===== src/rtl/regfile_bist_pkg.sv =====
// Shared definitions for the regfile BIST driver: state encoding, widths and pattern helpers.
package regfile_bist_pkg;

  localparam int IDX_W = 5;
  localparam int ERR_W = 8;

  localparam logic [1:0] ST_IDLE  = 2'd0;
  localparam logic [1:0] ST_WRITE = 2'd1;
  localparam logic [1:0] ST_READ  = 2'd2;
  localparam logic [1:0] ST_DONE  = 2'd3;

  typedef enum logic [1:0] {
    IDLE  = ST_IDLE,
    WRITE = ST_WRITE,
    READ  = ST_READ,
    DONE  = ST_DONE
  } bistState_e;

  // The index is replicated into every byte so a stuck bit anywhere in the word shows up.
  function automatic logic [31:0] patternWord(input logic [31:0] seed,
                                              input logic [IDX_W-1:0] r,
                                              input logic inv);
    logic [31:0] p;
    p = seed ^ {4{3'b000, r}};
    return inv ? ~p : p;
  endfunction

  function automatic logic [31:0] expectedWord(input logic [31:0] seed,
                                               input logic [IDX_W-1:0] r,
                                               input logic inv);
    return (r == '0) ? 32'h0 : patternWord(seed, r, inv);
  endfunction

endpackage


===== src/rtl/bist_hold_timer.sv =====
// Hold-window timer: counts 0..HOLD_CYCLES-1 while running and flags the last cycle of each window.
module bist_hold_timer #(
  parameter int HOLD_CYCLES = 4
) (
  input  logic clock,
  input  logic reset,
  input  logic clear,
  input  logic run,
  output logic lastCycle
);

  localparam int CW = $clog2(HOLD_CYCLES);
  localparam logic [CW-1:0] LAST = CW'(HOLD_CYCLES - 1);

  logic [CW-1:0] count;

  always_ff @(posedge clock or negedge reset) begin
    if (!reset) begin
      count <= '0;
    end else if (clear || !run || count == LAST) begin
      count <= '0;
    end else begin
      count <= count + CW'(1);
    end
  end

  assign lastCycle = run && (count == LAST);

endmodule


===== src/rtl/regfile_bist_driver.sv =====
// Regfile BIST sequencer: writes a pattern to r0..r31, reads back on both ports, reports errors.
// Optional REGFILE_BIST_INV_PASS_EN adds a second write/read pass with inverted patterns.
module regfile_bist_driver
  import regfile_bist_pkg::*;
#(
  parameter int          HOLD_CYCLES = 4,
  parameter logic [31:0] SEED        = 32'hA5C3_0F96
) (
  input  logic             clock,
  input  logic             reset,
  input  logic             start,
  output logic             test,
  output logic             t_ctrl_writeEnable,
  output logic [IDX_W-1:0] t_ctrl_writeReg,
  output logic [IDX_W-1:0] t_ctrl_readRegA,
  output logic [IDX_W-1:0] t_ctrl_readRegB,
  output logic [31:0]      t_data_writeReg,
  input  logic [31:0]      t_data_readRegA,
  input  logic [31:0]      t_data_readRegB,
  output logic             busy,
  output logic             done,
  output logic             pass,
  output logic [IDX_W-1:0] fail_reg,
  output logic [31:0]      fail_data,
  output logic [ERR_W-1:0] err_count
);

  bistState_e       state;
  logic [IDX_W-1:0] idx;
  logic             invPass;
  logic             lastCycle;
  logic             startAccept;
  logic [IDX_W-1:0] idxB;
  logic             mismA;
  logic             mismB;
  logic [ERR_W:0]   errSum;
  logic [ERR_W-1:0] errNext;

  bist_hold_timer #(.HOLD_CYCLES(HOLD_CYCLES)) holdTimer (
    .clock    (clock),
    .reset    (reset),
    .clear    (startAccept),
    .run      (state == WRITE || state == READ),
    .lastCycle(lastCycle)
  );

  // Port B walks the registers in reverse so both read paths see every register once.
  always_comb begin
    startAccept = start && !busy && (state == IDLE || state == DONE);
    idxB        = 5'd31 - idx;
    mismA       = t_data_readRegA != expectedWord(SEED, idx, invPass);
    mismB       = t_data_readRegB != expectedWord(SEED, idxB, invPass);
    errSum      = (ERR_W+1)'(err_count) + (ERR_W+1)'(mismA) + (ERR_W+1)'(mismB);
    errNext     = errSum[ERR_W] ? {ERR_W{1'b1}} : errSum[ERR_W-1:0];
  end

  // Busy stays high through the first DONE cycle so pass can see the final compare's count.
  always_ff @(posedge clock or negedge reset) begin
    if (!reset) begin
      state              <= IDLE;
      idx                <= '0;
      invPass            <= 1'b0;
      test               <= 1'b0;
      busy               <= 1'b0;
      done               <= 1'b0;
      pass               <= 1'b0;
      fail_reg           <= '0;
      fail_data          <= '0;
      err_count          <= '0;
      t_ctrl_writeEnable <= 1'b0;
      t_ctrl_writeReg    <= '0;
      t_ctrl_readRegA    <= '0;
      t_ctrl_readRegB    <= '0;
      t_data_writeReg    <= '0;
    end else if (startAccept) begin
      state              <= WRITE;
      idx                <= '0;
      invPass            <= 1'b0;
      test               <= 1'b1;
      busy               <= 1'b1;
      done               <= 1'b0;
      pass               <= 1'b0;
      fail_reg           <= '0;
      fail_data          <= '0;
      err_count          <= '0;
      t_ctrl_writeEnable <= 1'b1;
      t_ctrl_writeReg    <= '0;
      t_data_writeReg    <= patternWord(SEED, '0, 1'b0);
    end else begin
      case (state)
        WRITE: begin
          if (lastCycle) begin
            if (idx == 5'd31) begin
              state              <= READ;
              idx                <= '0;
              t_ctrl_writeEnable <= 1'b0;
              t_ctrl_writeReg    <= '0;
              t_data_writeReg    <= '0;
              t_ctrl_readRegA    <= '0;
              t_ctrl_readRegB    <= 5'd31;
            end else begin
              idx             <= idx + 5'd1;
              t_ctrl_writeReg <= idx + 5'd1;
              t_data_writeReg <= patternWord(SEED, idx + 5'd1, invPass);
            end
          end
        end
        READ: begin
          if (lastCycle) begin
            err_count <= errNext;
            if (err_count == '0 && (mismA || mismB)) begin
              fail_reg  <= mismA ? idx : idxB;
              fail_data <= mismA ? t_data_readRegA : t_data_readRegB;
            end
            if (idx == 5'd31) begin
`ifdef REGFILE_BIST_INV_PASS_EN
              if (!invPass) begin
                state              <= WRITE;
                idx                <= '0;
                invPass            <= 1'b1;
                t_ctrl_writeEnable <= 1'b1;
                t_ctrl_writeReg    <= '0;
                t_data_writeReg    <= patternWord(SEED, '0, 1'b1);
                t_ctrl_readRegA    <= '0;
                t_ctrl_readRegB    <= '0;
              end else begin
                state <= DONE;
              end
`else
              state <= DONE;
`endif
            end else begin
              idx             <= idx + 5'd1;
              t_ctrl_readRegA <= idx + 5'd1;
              t_ctrl_readRegB <= 5'd30 - idx;
            end
          end
        end
        DONE: begin
          if (busy) begin
            busy            <= 1'b0;
            test            <= 1'b0;
            done            <= 1'b1;
            pass            <= (err_count == '0);
            t_ctrl_readRegA <= '0;
            t_ctrl_readRegB <= '0;
          end
        end
        default: begin
        end
      endcase
    end
  end

endmodule


===== config.mk =====
export PLATFORM = sky130hd
export DESIGN_NAME = regfile_bist_driver
export DESIGN_NICKNAME = d
export VERILOG_FILES = /design/src/rtl/regfile_bist_pkg.sv /design/src/rtl/bist_hold_timer.sv /design/src/rtl/regfile_bist_driver.sv
export SDC_FILE = /design/constraint.sdc
export NUM_CORES = 1
export LEC_CHECK = 0
export CAP_MARGIN = 30
export CORE_MARGIN = 2
export CORE_UTILIZATION = 31
export CTS_BUF_LIST = sky130_fd_sc_hd__clkbuf_4 sky130_fd_sc_hd__clkbuf_8 sky130_fd_sc_hd__clkbuf_16
export CTS_CLUSTER_DIAMETER = 150
export CTS_CLUSTER_SIZE = 40
export DETAILED_ROUTE_END_ITERATION = 8
export SETUP_SLACK_MARGIN = 0.3
export SLEW_MARGIN = 20
export SYNTH_ARGS = -nofsm -noshare
export SYNTH_HDL_FRONTEND = slang
export SYNTH_SLANG_ARGS = --single-unit

===== constraint.sdc =====
create_clock -name clock -period 3.5 [get_ports clock]
set_input_delay 0.525 -clock clock [delete_from_list [all_inputs] [get_ports clock]]
set_output_delay 0.525 -clock clock [all_outputs]
set_load 0.01 [all_outputs]

==> results.ini <==
[floorplan]
rows = 47
die-height_um = 133.9
io_pins = 164
design.die.area_mm2 = 0.01793
core_area_mm2 = 0.01652
start_util = 0.3167
dieWidth_um = 133.9

[synthesis]
syn_area_mm2 = 0.005233
synth_warnings = 0
avgSynthCellArea_um2 = 8.635
synth.distinct_cells = 60
postSynthCellCount = 606
ys_seq_area_frac = 0.3826
synth_flop_cell = dfrtp_1
synth_edf_count = 0
ys_ff_latch = 80
synthArstFlopShare = 1.000

[worst_setup_path]
worstReg2RegStart = idx[1]
cp.buffers_inverters = 4
criticalPathCategory = reg2reg
max_stage_delay_ps = 420
cp_common_cell = ha_4
critPathRequiredTime_ps = 3740
cp-start-kind = flop
worstPathArrival_ps = 3530
rr_worst_depth = 18
critPathCaptureType = flop
critical_path.cell_chain = ha_4 -> nand3_4 -> inv_4 -> ha_4 -> buf_4 -> nor4b_2 -> a41oi_1 -> a2111oi_4 -> nand4_1 -> inv_2 -> fa_2 -> inv_2 -> ha_4 -> nand2_4 -> or3_4 -> o21ai_1 -> a21oi_1 -> a311oi_1
critPathMaxFanout = 7
slowest_stage = dfrtp_1
reg2reg_slack_ps = 210
critPathTopFamily = adder cells
r2r_end = err_count[5]

[job]
maxCapViolCount = 0

[sta]
rsz0062_at_grt = yes
hold_viol = 0
min_period_ps = 3290
maxSlewHeadroom = 0.5203
setup_violations = 0
post-route-period-util = 0.9400
worst_slew_pin_slew_ps = 719.5
whs_ps = 238.9
setup_tns_ps = 0
clock_skew_ps = 14.12
max_freq_mhz = 303.9
maxSlewViolCount = 0

[global_route]
grt_pass1_wl_um = 28840
grt_max_degree = 68
grt_util_met1 = 0.2801
track_usage = 0.2034
antenna_found_initial = 0
grt_pass1_vias = 5190
busiest_layer = met2
grt_use_met2 = 0.3239
overflow = 0
grtUsageMet3 = 0.03439

[drt]
routed_wl_um = 18730
drt_iter0_drc = 390
postRouteAntennaNets = 0
drc = 0
vias_per_cell = 5.534
wl_per_cell_um = 19.06
dr.pass1.iters = 5
vias = 5440

[power_and_ir_drop]
powerDensity_mw_per_mm2 = 272.7
p_leak_nw = 3.176
peakVddDrop_uv = 220.0

[clock_network]
cts_tree = yes
clock_path_buffers = 2
worstSkewPairLatency_ps = 350
clock-sinks = 80
cts_buffers = 9
htree_num_levels = 3
cts_root_buf = clkbuf_16
clkTransAtPathRegs_ps = 60

[placement]
numPortBuffers = 156
dpl.hpwl_um = 13370
gp_congestion = 0.8699

[final_layout]
fillers = 1568
diodes = 0
utilization = 0.4579
largest-register = fail_data
syn_to_final_growth_pct = 44.62
largest_reg_flops = 32
top_regs = fail_data x32, err_count x8, t_data_writeReg x7
drive_gt1_frac = 0.1678
layout.nets = 837

[status]
status = finished, final reports clean

[min_path]
hold_class = in2async

==> what timing repair did <==
action / 4_1_cts / 5_1_grt
resized for setup: 11 / 13
endpoints found under the setup margin: 7 / 38
hold buffers: 0 / 0
hold endpoints to repair: 0 / 0
pin swaps: 9 / 5
buffers inserted: 14 / 8
==> cells by family after synthesis <==
logic type	count (synthesis)	synth area share
other	1	0.0007167
buffers and inverters	91	0.08967
AND/OR/NAND/NOR	220	0.2272
AO/OA/AOI/OAI	190	0.2496
flip-flops	80	0.3826
XOR/XNOR	12	0.02009
adder cells (fa/ha/maj)	12	0.03013
==> cell usage after synthesis (all sizes together), types with 2 or more instances <==
cell type | count | area share
dfrtp | 80 | 0.38
nand2 | 54 | 0.039
a21oi | 45 | 0.043
buf | 43 | 0.055
clkbuf | 31 | 0.022
o31ai | 31 | 0.044
nor2 | 30 | 0.022
o22ai | 27 | 0.032
or2 | 27 | 0.032
and2 | 25 | 0.030
o21ai | 25 | 0.024
inv | 17 | 0.012
nand3 | 17 | 0.016
a221o | 13 | 0.025
nor3 | 13 | 0.012
ha | 11 | 0.026
a22o | 9 | 0.015
xnor2 | 8 | 0.013
a31oi | 7 | 0.0084
or3 | 7 | 0.0084
nor3b | 6 | 0.0086
o311ai | 6 | 0.010
nand4 | 5 | 0.0060
nor4 | 5 | 0.0060
nor4b | 5 | 0.0096
or4 | 5 | 0.0072
and3 | 4 | 0.0048
nand3b | 4 | 0.0057
o211ai | 4 | 0.0057
xor2 | 4 | 0.0067
a32o | 3 | 0.0057
and3b | 3 | 0.0050
nand2b | 3 | 0.0036
a2111oi | 2 | 0.0057
a221oi | 2 | 0.0033
a311oi | 2 | 0.0033
a41oi | 2 | 0.0033
and4 | 2 | 0.0033
nor2b | 2 | 0.0024
nor4bb | 2 | 0.0038
o22a | 2 | 0.0033
o2bb2ai | 2 | 0.0033
==> worst register-to-register path, stage by stage, from the launching register on <==
cell	delay, ps
dfrtp_1	420
ha_4	190
nand3_4	70
inv_4	40
ha_4	180
buf_4	130
nor4b_2	150
a41oi_1	300
a2111oi_4	90
nand4_1	150
inv_2	60
fa_2	330
inv_2	80
ha_4	150
nand2_4	60
or3_4	410
o21ai_1	90
a21oi_1	70
a311oi_1	220
==> cells in the final DEF (no fill, tap or decap), types with 13 or more instances in the layout <==
cell / count
o22ai_1: 27
a21oi_1: 44
o21ai_0: 16
or2_2: 27
and2_1: 25
clkdlybuf4s50_1: 155
buf_4: 49
a221o_1: 13
dfrtp_1: 79
nor2_1: 29
o31ai_1: 31
nand2_1: 53
nand3_1: 15
==> per-stage QoR <==
stage	instances	instance area (um2)	setup slack (ps)	total power [mW]
floorplan	612	5383	62.03	0.9700
global placement	944	6992	-97.58	1.098
detailed placement	944	6992	-99.86	1.098
CTS	974	7440	296.6	2.072
global route	983	7567	87.30	2.127
finish	983	7567	209.9	2.063
==> layout make-up <==
type,instances,area (um2),area share
timing repair buffer,209,1981,0.2617
clock buffer,10,232.7,0.03075
clock inverter,6,67.56,0.008929
multi-input combinational,441,2942,0.3887
tap,220,275.3,0.03638
sequential,80,2003,0.2647
inverter,17,66.31,0.008763
==> power by group <==
part	total [mW]	switching, mW	internal (mW)
Sequential	0.924	0.0000000000410	0.924
Clock	0.975	0.411	0.564
Combinational	0.164	0.0812	0.0833
==> layer usage <==
| layer | routed length (um) | vias up | part of all wire |
|---|---|---|---|
| met1 | 8145 | 2660 | 0.43 |
| li1 | - | 2507 | - |
| met5 | 0 | - | 0 |
| met3 | 1215 | 45 | 0.065 |
| met2 | 8829 | 228 | 0.47 |
| met4 | 543 | 0 | 0.029 |
==> worst max-delay path by stage <==
stage                             startpoint      endpoint  cells past startpoint
after global placement    t_data_readRegA[5]  err_count[5]                     16
after floorplan                       idx[2]  err_count[5]                     21
final                                 idx[1]  err_count[5]                     18
after CTS                             idx[0]  err_count[5]                     18
after global routing                  idx[0]  err_count[5]                     18
after detailed placement  t_data_readRegA[5]  err_count[4]                     15
Power figures use the tool's default switching activity.
